$ cat src/rtl/parking_meter_core_pkg.sv
// Shared constants for the parking meter: BCD add/load amounts, limits,
// display modes and active-low segment codes (bit0 = a ... bit6 = g).
package parking_meter_core_pkg;

    localparam int unsigned TIME_W = 16;
    localparam int unsigned SEG_W  = 7;
    localparam int unsigned DIG_W  = 4;
    localparam int unsigned NUM_AN = 4;

    localparam logic [TIME_W-1:0] ADD1_BCD     = 16'h0060;
    localparam logic [TIME_W-1:0] ADD2_BCD     = 16'h0120;
    localparam logic [TIME_W-1:0] ADD3_BCD     = 16'h0180;
    localparam logic [TIME_W-1:0] ADD4_BCD     = 16'h0300;
    localparam logic [TIME_W-1:0] LOAD1_BCD    = 16'h0015;
    localparam logic [TIME_W-1:0] LOAD2_BCD    = 16'h0150;
    localparam logic [TIME_W-1:0] MAX_TIME_BCD = 16'h9999;
    localparam logic [TIME_W-1:0] FLASH_BCD    = 16'h0180;

    localparam logic [SEG_W-1:0] SEG_0   = 7'h40;
    localparam logic [SEG_W-1:0] SEG_1   = 7'h79;
    localparam logic [SEG_W-1:0] SEG_2   = 7'h24;
    localparam logic [SEG_W-1:0] SEG_3   = 7'h30;
    localparam logic [SEG_W-1:0] SEG_4   = 7'h19;
    localparam logic [SEG_W-1:0] SEG_5   = 7'h12;
    localparam logic [SEG_W-1:0] SEG_6   = 7'h02;
    localparam logic [SEG_W-1:0] SEG_7   = 7'h78;
    localparam logic [SEG_W-1:0] SEG_8   = 7'h00;
    localparam logic [SEG_W-1:0] SEG_9   = 7'h10;
    localparam logic [SEG_W-1:0] SEG_OFF = 7'h7F;

    typedef enum logic [1:0] {
        DISP_STEADY = 2'd0,
        DISP_SLOW   = 2'd1,
        DISP_FAST   = 2'd2
    } disp_mode_e;

endpackage

$ cat src/rtl/parking_meter_core_bcd_to_7seg.sv
// BCD digit to active-low seven-segment decoder; codes 10-15 blank the digit.
module bcd_to_7seg
    import parking_meter_core_pkg::*;
(
    input  logic [DIG_W-1:0] bcd_i,
    output logic [SEG_W-1:0] seg_c
);

    always_comb begin
        seg_c = SEG_OFF;
        case (bcd_i)
            4'd0:    seg_c = SEG_0;
            4'd1:    seg_c = SEG_1;
            4'd2:    seg_c = SEG_2;
            4'd3:    seg_c = SEG_3;
            4'd4:    seg_c = SEG_4;
            4'd5:    seg_c = SEG_5;
            4'd6:    seg_c = SEG_6;
            4'd7:    seg_c = SEG_7;
            4'd8:    seg_c = SEG_8;
            4'd9:    seg_c = SEG_9;
            default: seg_c = SEG_OFF;
        endcase
    end

endmodule

$ cat src/rtl/parking_meter_core.sv
// Parking meter: 4-digit BCD countdown with coin adds, preset loads,
// one-second prescaler, flash modes and a scan-multiplexed 7-seg display.
module parking_meter_core
    import parking_meter_core_pkg::*;
#(
    parameter int unsigned CLKS_PER_SEC = 100
)
(
    input  logic             clk,
    input  logic             rst,
    input  logic             add1,
    input  logic             add2,
    input  logic             add3,
    input  logic             add4,
    input  logic             rst1,
    input  logic             rst2,
    output logic [SEG_W-1:0] led_seg,
    output logic             a1,
    output logic             a2,
    output logic             a3,
    output logic             a4,
    output logic [DIG_W-1:0] val1,
    output logic [DIG_W-1:0] val2,
    output logic [DIG_W-1:0] val3,
    output logic [DIG_W-1:0] val4
);

    localparam int unsigned PRE_W = (CLKS_PER_SEC > 1) ? $clog2(CLKS_PER_SEC) : 1;
    localparam logic [PRE_W-1:0] PRE_LAST = PRE_W'(CLKS_PER_SEC - 1);
    localparam logic [PRE_W-1:0] PRE_HALF = PRE_W'(CLKS_PER_SEC / 2);

    logic [TIME_W-1:0] time_q, time_d;
    logic [PRE_W-1:0]  pre_q, pre_d;
    logic              par_q, par_d;
    logic [1:0]        idx_q, idx_d;
    logic [3:0]        prev_q, prev_d;
    logic [SEG_W-1:0]  seg_q, seg_d;
    logic [NUM_AN-1:0] an_q, an_d;

    logic [3:0]        add_c, edge_c;
    logic [TIME_W-1:0] sum_c;
    logic              tick_c, on_c;
    disp_mode_e        mode_c;
    logic [DIG_W-1:0]  digit_c;
    logic [SEG_W-1:0]  dec_seg_c;

    // Digit-wise BCD add; bit 16 is the carry out of the thousands digit.
    function automatic logic [TIME_W:0] bcd_add(input logic [TIME_W-1:0] a,
                                                 input logic [TIME_W-1:0] b);
        logic [4:0]        s;
        logic              c;
        logic [TIME_W-1:0] r;
        c = 1'b0;
        r = '0;
        for (int i = 0; i < 4; i++) begin
            s = 5'(a[4*i +: 4]) + 5'(b[4*i +: 4]) + 5'(c);
            c = (s > 5'd9);
            if (c) s = s + 5'd6;
            r[4*i +: 4] = s[3:0];
        end
        return {c, r};
    endfunction

    function automatic logic [TIME_W-1:0] bcd_add_sat(input logic [TIME_W-1:0] a,
                                                      input logic [TIME_W-1:0] b);
        logic [TIME_W:0] s;
        s = bcd_add(a, b);
        return s[TIME_W] ? MAX_TIME_BCD : s[TIME_W-1:0];
    endfunction

    // Decrement by one second, holding at zero.
    function automatic logic [TIME_W-1:0] bcd_dec(input logic [TIME_W-1:0] a);
        logic [TIME_W-1:0] r;
        logic              borrow;
        r      = a;
        borrow = (a != '0);
        for (int i = 0; i < 4; i++) begin
            if (borrow) begin
                if (r[4*i +: 4] == 4'd0) begin
                    r[4*i +: 4] = 4'd9;
                end else begin
                    r[4*i +: 4] = r[4*i +: 4] - 4'd1;
                    borrow      = 1'b0;
                end
            end
        end
        return r;
    endfunction

    assign add_c   = {add4, add3, add2, add1};
    // Scan index 0 selects the thousands digit (a1).
    assign digit_c = time_q[{~idx_q, 2'b00} +: 4];

    bcd_to_7seg u_dec (
        .bcd_i (digit_c),
        .seg_c (dec_seg_c)
    );

    always_comb begin
        edge_c = add_c & ~prev_q;
        sum_c  = '0;
        if (edge_c[0]) sum_c = bcd_add_sat(sum_c, ADD1_BCD);
        if (edge_c[1]) sum_c = bcd_add_sat(sum_c, ADD2_BCD);
        if (edge_c[2]) sum_c = bcd_add_sat(sum_c, ADD3_BCD);
        if (edge_c[3]) sum_c = bcd_add_sat(sum_c, ADD4_BCD);
        tick_c = (pre_q == PRE_LAST);

        if (time_q >= FLASH_BCD)  mode_c = DISP_STEADY;
        else if (time_q != '0)    mode_c = DISP_SLOW;
        else                      mode_c = DISP_FAST;

        case (mode_c)
            DISP_STEADY: on_c = 1'b1;
            DISP_SLOW:   on_c = ~par_q;
            default:     on_c = (pre_q < PRE_HALF);
        endcase

        time_d = time_q;
        pre_d  = pre_q;
        par_d  = par_q;
        idx_d  = idx_q + 2'd1;
        prev_d = add_c;
        seg_d  = on_c ? dec_seg_c : SEG_OFF;
        an_d   = on_c ? ~(4'b1000 >> idx_q) : 4'hF;

        if (rst1) begin
            time_d = LOAD1_BCD;
            pre_d  = '0;
            par_d  = 1'b0;
        end else if (rst2) begin
            time_d = LOAD2_BCD;
            pre_d  = '0;
            par_d  = 1'b0;
        end else begin
            if (tick_c) begin
                pre_d  = '0;
                par_d  = ~par_q;
                time_d = bcd_dec(time_q);
            end else begin
                pre_d  = pre_q + PRE_W'(1);
            end
            time_d = bcd_add_sat(time_d, sum_c);
        end
    end

    always_ff @(posedge clk) begin
        if (rst) begin
            time_q <= '0;
            pre_q  <= '0;
            par_q  <= 1'b0;
            idx_q  <= '0;
            prev_q <= '0;
            seg_q  <= SEG_OFF;
            an_q   <= 4'hF;
        end else begin
            time_q <= time_d;
            pre_q  <= pre_d;
            par_q  <= par_d;
            idx_q  <= idx_d;
            prev_q <= prev_d;
            seg_q  <= seg_d;
            an_q   <= an_d;
        end
    end

    assign led_seg = seg_q;
    assign a1      = an_q[3];
    assign a2      = an_q[2];
    assign a3      = an_q[1];
    assign a4      = an_q[0];
    assign val1    = time_q[15:12];
    assign val2    = time_q[11:8];
    assign val3    = time_q[7:4];
    assign val4    = time_q[3:0];

endmodule

$ cat config.mk
export PLATFORM = sky130hd
export DESIGN_NAME = parking_meter_core
export DESIGN_NICKNAME = d
export VERILOG_FILES = /design/src/rtl/parking_meter_core_pkg.sv /design/src/rtl/parking_meter_core_bcd_to_7seg.sv /design/src/rtl/parking_meter_core.sv
export SDC_FILE = /design/constraint.sdc
export NUM_CORES = 1
export LEC_CHECK = 0
export ABC_AREA = 1
export BUFFER_PORTS_ARGS = -buffer_cell sky130_fd_sc_hd__buf_2
export CAP_MARGIN = 20
export CORE_UTILIZATION = 50
export DETAILED_ROUTE_END_ITERATION = 10
export GPL_TIMING_DRIVEN = 0
export HOLD_SLACK_MARGIN = 0.12
export PLACE_DENSITY = 0.72
export SYNTH_ARGS = -nofsm -noshare
export SYNTH_HDL_FRONTEND = slang
export SYNTH_SLANG_ARGS = --single-unit
$ cat constraint.sdc
create_clock -name clk -period 5.84 [get_ports clk]
set_input_delay 0.876 -clock clk [delete_from_list [all_inputs] [get_ports clk]]
set_output_delay 0.876 -clock clk [all_outputs]
set_load 0.005 [all_outputs]
==> flow_metrics.env, run 1 <==
export IMPL_reg2reg_depth=41
export IMPL_crit_type="flop to flop"
export IMPL_grtUsageMet1=0.264
export IMPL_synth_edf_count=0
export IMPL_slowest_stage="fa_2"
export IMPL_drc=0
export IMPL_swShare=0.348
export IMPL_clockBufferDepth=2
export IMPL_worstHoldPathCells=1
export IMPL_crit_start="time_q[0]"
export IMPL_diodes=0
export IMPL_r2r_setup_slack_ns=-0.005
export IMPL_cp_max_fo=6
export IMPL_drive_gt1_frac=0.371
export IMPL_routedWlPerCell_microns=14.0
export IMPL_die_area_sq_um=6360
export IMPL_rsz0062_at_grt="yes"
export IMPL_seq_power_share=0.370
export IMPL_area_delta_synth_final_pct=35.7
export IMPL_dr_pass1_iters=5
export IMPL_multi_input_area_sq_um=2260
export IMPL_clk_latency_ns=0.30
export IMPL_whs_ns=0.455
export IMPL_status="finished with violations"
export IMPL_max_slew_margin=0.603
export IMPL_ys_seq_elements=41
export IMPL_hold_path_startpoint="pre_q[0]"
export IMPL_cts_sinks=41
export IMPL_drv_cap=0
export IMPL_grtUsageMet3=0.0423
export IMPL_fillCellCount=437
export IMPL_total_power_w=0.000839
export IMPL_worstSetupEndpointType="flop"
export IMPL_top_usage_layer="met2"
export IMPL_vias=3115
export IMPL_slowest_delay_ns=0.41
export IMPL_syn_cell_area_sq_um=3020
export IMPL_setup_slack_ns=-0.00495
export IMPL_final_cells=587
export IMPL_initial_core_util=0.532
export IMPL_grt_max_degree=13
export IMPL_die_y_microns=79.7
export IMPL_grt_pass1_wl_microns=11800
export IMPL_cp_arrival_ns=6.05
export IMPL_synthFlopType="dfxtp_1"
export IMPL_viasPerCell=5.31
export IMPL_rows=27
export IMPL_hpwl_microns=5040
export IMPL_dp_cells=536
export IMPL_timing_fmax_mhz=171
export IMPL_tns_ns=-0.00495
export IMPL_h_tree_depth=2
export IMPL_seq_area_frac_synth=0.272
export IMPL_portBuffers=33
export IMPL_cts_buffers=5
export IMPL_synth_cell_types=41
export IMPL_syn_num_nets=478
export IMPL_cts_tree="built"
export IMPL_slew_violations=0
export IMPL_antenna_found_initial=0
export IMPL_cp_common_cell="nand2_2"
export IMPL_cp_required_ns=6.05
export IMPL_netlist_instances=431
export IMPL_ioPinCount=35
export IMPL_cp_num_buf_inv=9
export IMPL_power_density_nw_per_um2=205
export IMPL_routed_wl_microns=8200
export IMPL_p_int_w=0.000547
export IMPL_cts_root_buf="clkbuf_8"
export IMPL_use_met2=0.436
export IMPL_leakage_nw=1.94
export IMPL_gp_congestion=0.865
export IMPL_clkSlewWorstSetupHoldPaths_ns=0.09
export IMPL_finalHoldViolations=0
export IMPL_synth_async_reset_ratio=0
export IMPL_grt_pass1_vias=2742
export IMPL_cp_start_kind="flop"
export IMPL_switching_power_w=0.000292
export IMPL_cts_hold_fix_buffers=0
export IMPL_core_area_sq_um=5680
export IMPL_finalSetupViolCount=1
export IMPL_drt_iter0_drc=282
export IMPL_vdd_ir_drop_max_v=0.000117
export IMPL_syn_avg_cell_area_sq_um=7.01
export IMPL_post_place_ws_ns=-0.638
export IMPL_finalClockSkew_ns=0.0106
export IMPL_postRouteAntennaNets=0
export IMPL_fin_crit_sh=1.00
export IMPL_die_x_microns=79.7
export IMPL_r2r_end="time_q[4]"
export IMPL_crit_family="adder cells"
export IMPL_grt_overflow_total=0
export IMPL_hold_path_endpoint="pre_q[0]"
export IMPL_violations="negative setup slack"
export IMPL_reg2reg_from="time_q[0]"
export IMPL_tightest_slew_ns=0.595
export IMPL_track_usage=0.238
export IMPL_period_needed_ns=5.84
export IMPL_clock_power_share=0.254
export IMPL_ys_warn_count=0
export IMPL_ff_latch_area_sq_um=842
export IMPL_p_comb_frac=0.376
export IMPL_min_path_type="flop to flop"
export IMPL_fin_nets=561
==> power by group through the flow <==
stage / clock, W / combinational [W] / sequential, W
CTS: 0.000210 / 0.000253 / 0.000309
global route: 0.000224 / 0.000350 / 0.000313
floorplan: 0 / 0.000169 / 0.000315
detailed placement: 0 / 0.000221 / 0.000315
finish: 0.000213 / 0.000316 / 0.000310
global placement: 0 / 0.000216 / 0.000314
==> worst max-delay path by stage <==
stage                     end  depth (start not counted)  slack [ns]
CTS                 time_q[0]                         39      0.0007
global route        time_q[4]                         41       -0.24
global placement    time_q[5]                         36       -0.54
floorplan           time_q[0]                         35     0.00002
finish              time_q[4]                         41      -0.005
detailed placement  time_q[1]                         36       -0.64
==> metal layers <==
| layer | part of all wire | vias to the layer above |
|---|---|---|
| met1 | 0.39 | 1441 |
| met2 | 0.54 | 102 |
| met5 | 0 | - |
| met4 | 0.028 | 0 |
| li1 | - | 1549 |
| met3 | 0.046 | 23 |
==> stage by stage <==
stage / cell area (sq um) / utilization
after floorplan: 3070 / -
after global placement: 3330 / 0.587
after detailed placement: 3330 / 0.587
after CTS: 3670 / 0.647
after global routing: 4100 / 0.722
final: 4100 / 0.722
==> sequential cells by signal, indices dropped and copies added (netlist names) <==
| register | cells |
|---|---|
| time_q | 16 |
| led_seg | 7 |
| pre_q | 7 |
| an_q | 4 |
| prev_q | 4 |
| idx_q | 2 |
| par_q | 1 |
==> Yosys cell counts (2+ instances only) <==
master | count | share of area
ha_1 | 36 | 0.15
nor3b_1 | 3 | 0.0075
nand2_2 | 8 | 0.017
a21oi_1 | 21 | 0.035
xor2_1 | 6 | 0.017
nor2_2 | 7 | 0.014
inv_2 | 2 | 0.0025
mux2i_1 | 2 | 0.0066
nand3_2 | 2 | 0.0066
nand4_1 | 6 | 0.012
nand3_1 | 34 | 0.056
a32oi_1 | 3 | 0.0087
a31oi_1 | 5 | 0.010
fa_1 | 3 | 0.020
nor2_4 | 2 | 0.0075
or2_2 | 3 | 0.0062
nor2_1 | 39 | 0.048
nand2_1 | 94 | 0.12
o21ai_0 | 13 | 0.022
dfxtp_1 | 41 | 0.27
nand3b_1 | 3 | 0.0075
inv_1 | 76 | 0.094
o211ai_1 | 4 | 0.0099
==> cells in the final DEF, fill, tap and decap left out, types with 6 or more instances in the layout <==
master,instances
a21oi_1,17
buf_2,34
buf_4,42
clkbuf_8,7
dfxtp_1,28
dfxtp_2,11
ha_1,24
ha_4,8
inv_1,63
inv_2,10
nand2_1,85
nand2_2,10
nand2_4,7
nand3_1,31
nand4_1,6
nor2_1,28
nor2_2,11
nor2_4,9
o21ai_0,10
==> cells by family (layout without fill, tap and decap cells) <==
family,count (synthesis),after routing,share of synthesized area
flops,41,41,0.272
fa+ha+maj,39,39,0.169
xor+xnor,7,7,0.0203
buf+inv,82,165,0.105
simple gates,206,207,0.321
mux,2,2,0.00663
compound gates,54,54,0.106
==> final cells by class <==
type                       count  share of cell area
inverter                      79              0.0754
timing repair buffer          75               0.117
tap                           72              0.0220
clock buffer                   7              0.0235
clock inverter                 1             0.00122
multi-input combinational    309               0.551
buffer                         3             0.00488
sequential                    41               0.205
==> repair_timing <==
action                     in CTS  in global routing
hold endpoints to repair        0                  0
setup buffers                  18                 24
gates cloned                    1                  0
setup endpoints to repair      16                 16
pin swaps                      13                 23
resized for setup              31                 66
No activity file was read; power rests on OpenSTA's default activity.
==> run 2: changes to the inputs <==
--- a/config.mk
+++ b/config.mk
@@ -8,11 +8,13 @@
 export ABC_AREA = 1
 export BUFFER_PORTS_ARGS = -buffer_cell sky130_fd_sc_hd__buf_2
 export CAP_MARGIN = 20
-export CORE_UTILIZATION = 50
+export CELL_PAD_IN_SITES_DETAIL_PLACEMENT = 1
+export CELL_PAD_IN_SITES_GLOBAL_PLACEMENT = 1
+export CORE_UTILIZATION = 38
 export DETAILED_ROUTE_END_ITERATION = 10
 export GPL_TIMING_DRIVEN = 0
 export HOLD_SLACK_MARGIN = 0.12
-export PLACE_DENSITY = 0.72
+export PLACE_DENSITY = 0.75
 export SYNTH_ARGS = -nofsm -noshare
 export SYNTH_HDL_FRONTEND = slang
 export SYNTH_SLANG_ARGS = --single-unit
==> run 2 against run 1 <==
The run still ends with negative setup slack left. Worst setup slack got worse by 0.38 ns. Sequential power about the same. Critical path depth decreased by 4. Utilization shrank 11 points. Fmax down 6.1%. Register-to-register slack got worse by 0.38 ns. Via count up 20%. Flip-flop and latch count did not move. First-iteration DRC count is 39% lower. Critical path type unchanged. Critical endpoint is now time_q[2]. Highest routed layer unchanged.
==> flow_metrics.env, run 2 (synthesized netlist as in run 1, its figures left out) <==
export IMPL_power_density_nw_per_um2=203
export IMPL_cp_max_fo=5
export IMPL_largest_reg_flops=16
export IMPL_period_needed_ns=6.22
export IMPL_violations="negative setup slack"
export IMPL_postRouteAntennaNets=0
export IMPL_min_path_type="flop to flop"
export IMPL_vias=3733
export IMPL_clk_latency_ns=0.32
export IMPL_cts_sinks=41
export IMPL_timing_fmax_mhz=161
export IMPL_cts_root_buf="clkbuf_8"
export IMPL_slew_violations=0
export IMPL_fin_crit_sh=1.07
export IMPL_tightest_slew_ns=0.801
export IMPL_cts_hold_fix_buffers=0
export IMPL_crit_type="flop to flop"
export IMPL_hpwl_microns=6280
export IMPL_finalHoldViolations=0
export IMPL_cp_common_cell="ha_4"
export IMPL_diodes=0
export IMPL_crit_family="adder cells"
export IMPL_cp_num_buf_inv=8
export IMPL_worstSetupEndpointType="flop"
export IMPL_clkSlewWorstSetupHoldPaths_ns=0.10
export IMPL_max_slew_margin=0.466
export IMPL_h_tree_depth=2
export IMPL_cp_required_ns=6.07
export IMPL_rows=32
export IMPL_clockBufferDepth=2
export IMPL_fin_nets=617
export IMPL_cts_buffers=5
export IMPL_grt_overflow_total=0
export IMPL_routed_wl_microns=14800
export IMPL_leakage_nw=2.23
export IMPL_vdd_ir_drop_max_v=0.000119
export IMPL_routedWlPerCell_microns=22.0
export IMPL_portBuffers=33
export IMPL_grt_max_degree=12
export IMPL_drv_cap=0
export IMPL_final_cell_mix="90 x buf_4, 82 x nand2_1, 60 x inv_1, 34 x buf_2, 30 x dfxtp_1"
export IMPL_die_area_sq_um=8310
export IMPL_ioPinCount=35
export IMPL_cp_start_kind="flop"
export IMPL_drive_gt1_frac=0.460
export IMPL_finalSetupViolCount=15
export IMPL_area_delta_synth_final_pct=56.9
export IMPL_drc=0
export IMPL_finalClockSkew_ns=0.0200
export IMPL_gp_congestion=0.788
export IMPL_fillCellCount=964
export IMPL_grt_pass1_vias=3767
export IMPL_grt_pass1_wl_microns=19000
export IMPL_die_x_microns=91.2
export IMPL_setup_slack_ns=-0.383
export IMPL_cp_arrival_ns=6.45
export IMPL_slowest_delay_ns=0.39
export IMPL_total_power_w=0.000962
export IMPL_largest_register="time_q"
export IMPL_track_usage=0.296
export IMPL_cts_tree="built"
export IMPL_core_area_sq_um=7690
export IMPL_drt_iter0_drc=172
export IMPL_dr_pass1_iters=4
export IMPL_dp_cells=566
export IMPL_antenna_found_initial=0
export IMPL_whs_ns=0.461
export IMPL_final_cells=671
export IMPL_rsz0062_at_grt="yes"
export IMPL_die_y_microns=91.2
export IMPL_mostFrequentLayoutCell="buf_4"
export IMPL_slowest_stage="fa_2"
export IMPL_viasPerCell=5.56
export IMPL_status="finished with violations"
export IMPL_initial_core_util=0.393
## run 2: cell types whose count changed in the layout (fill, tap and decap cells not counted), moves of 4 or more
cell     before  now
dfxtp_2      11    7
inv_2        10   14
buf_4        42   90
nand3_1      31   26
nor2_2       11    6
buf_6         1    8
nor2_4        9   13
## run 2: what timing repair did
item,in CTS,in global routing
cloned,1,0
hold endpoints to repair,0,0
gates resized for setup,68,69
pin swaps,26,22
endpoints found under the setup margin,16,16
setup buffers,87,16
## run 2: per-layer routing
| layer | vias to the layer above | wire (microns) | track usage |
|---|---|---|---|
| li1 | 1660 | - | - |
| met1 | 1810 | 5380 | 0.309 |
| met2 | 180 | 7400 | 0.557 |
| met3 | 83 | 708 | 0.0377 |
| met4 | 0 | 1290 | 0.183 |
| met5 | - | 0 | 0 |
## run 2: worst reg2reg max path, delay by kind of cell, from the launching register on
kind / cells / cell delay (ns)
adders and majority gates: 9 / 2.18
and+or+nand+nor: 14 / 1.62
AOI/OAI and AO/OA: 4 / 0.79
buffers and inverters: 8 / 0.76
xor gates and xnor gates: 2 / 0.40
DFF: 1 / 0.38
## run 2: cell type report
class                           count  area, sq um  share of cell area
Multi-Input combinational cell    309         2420               0.511
Timing Repair Buffer              131          940               0.198
Sequential cell                    41          845               0.178
Inverter                           79          309              0.0652
Tap cell                          102          128              0.0269
Clock buffer                        5         68.8              0.0145
Buffer                              3         20.0             0.00422
Clock inverter                      1         5.00             0.00106
## run 2: through the flow
stage | area, sq um | utilization | setup WS [ns] | setup TNS, ns
final | 4740 | 0.616 | -0.383 | -4.52
after global routing | 4740 | 0.616 | -0.500 | -6.67
after CTS | 4340 | 0.565 | 0.0442 | 0
after detailed placement | 3370 | 0.438 | -0.807 | -11.01
after global placement | 3370 | 0.438 | -0.648 | -8.52
after floorplan | 3070 | - | 0.0000178 | 0
## run 2: worst paths after layout
| kind | startpoint | to | slack [ns] | depth (start not counted) |
|---|---|---|---|---|
| worst min-delay path | pre_q[0] | pre_q[0] | 0.46 | 1 |
| worst max-delay path | time_q[1] | time_q[2] | -0.38 | 37 |
| worst min register to register | pre_q[0] | pre_q[0] | 0.46 | 1 |
| worst max register to register | time_q[1] | time_q[2] | -0.38 | 37 |
## run 2: power breakdown
| part | internal, W | switching, W | total (W) | leakage [nW] |
|---|---|---|---|---|
| logic | 0.000207 | 0.000247 | 0.000453 | 1.85 |
| registers | 0.000296 | 0.0000142 | 0.000311 | 0.343 |
| clock network | 0.0000793 | 0.000119 | 0.000199 | 0.0399 |
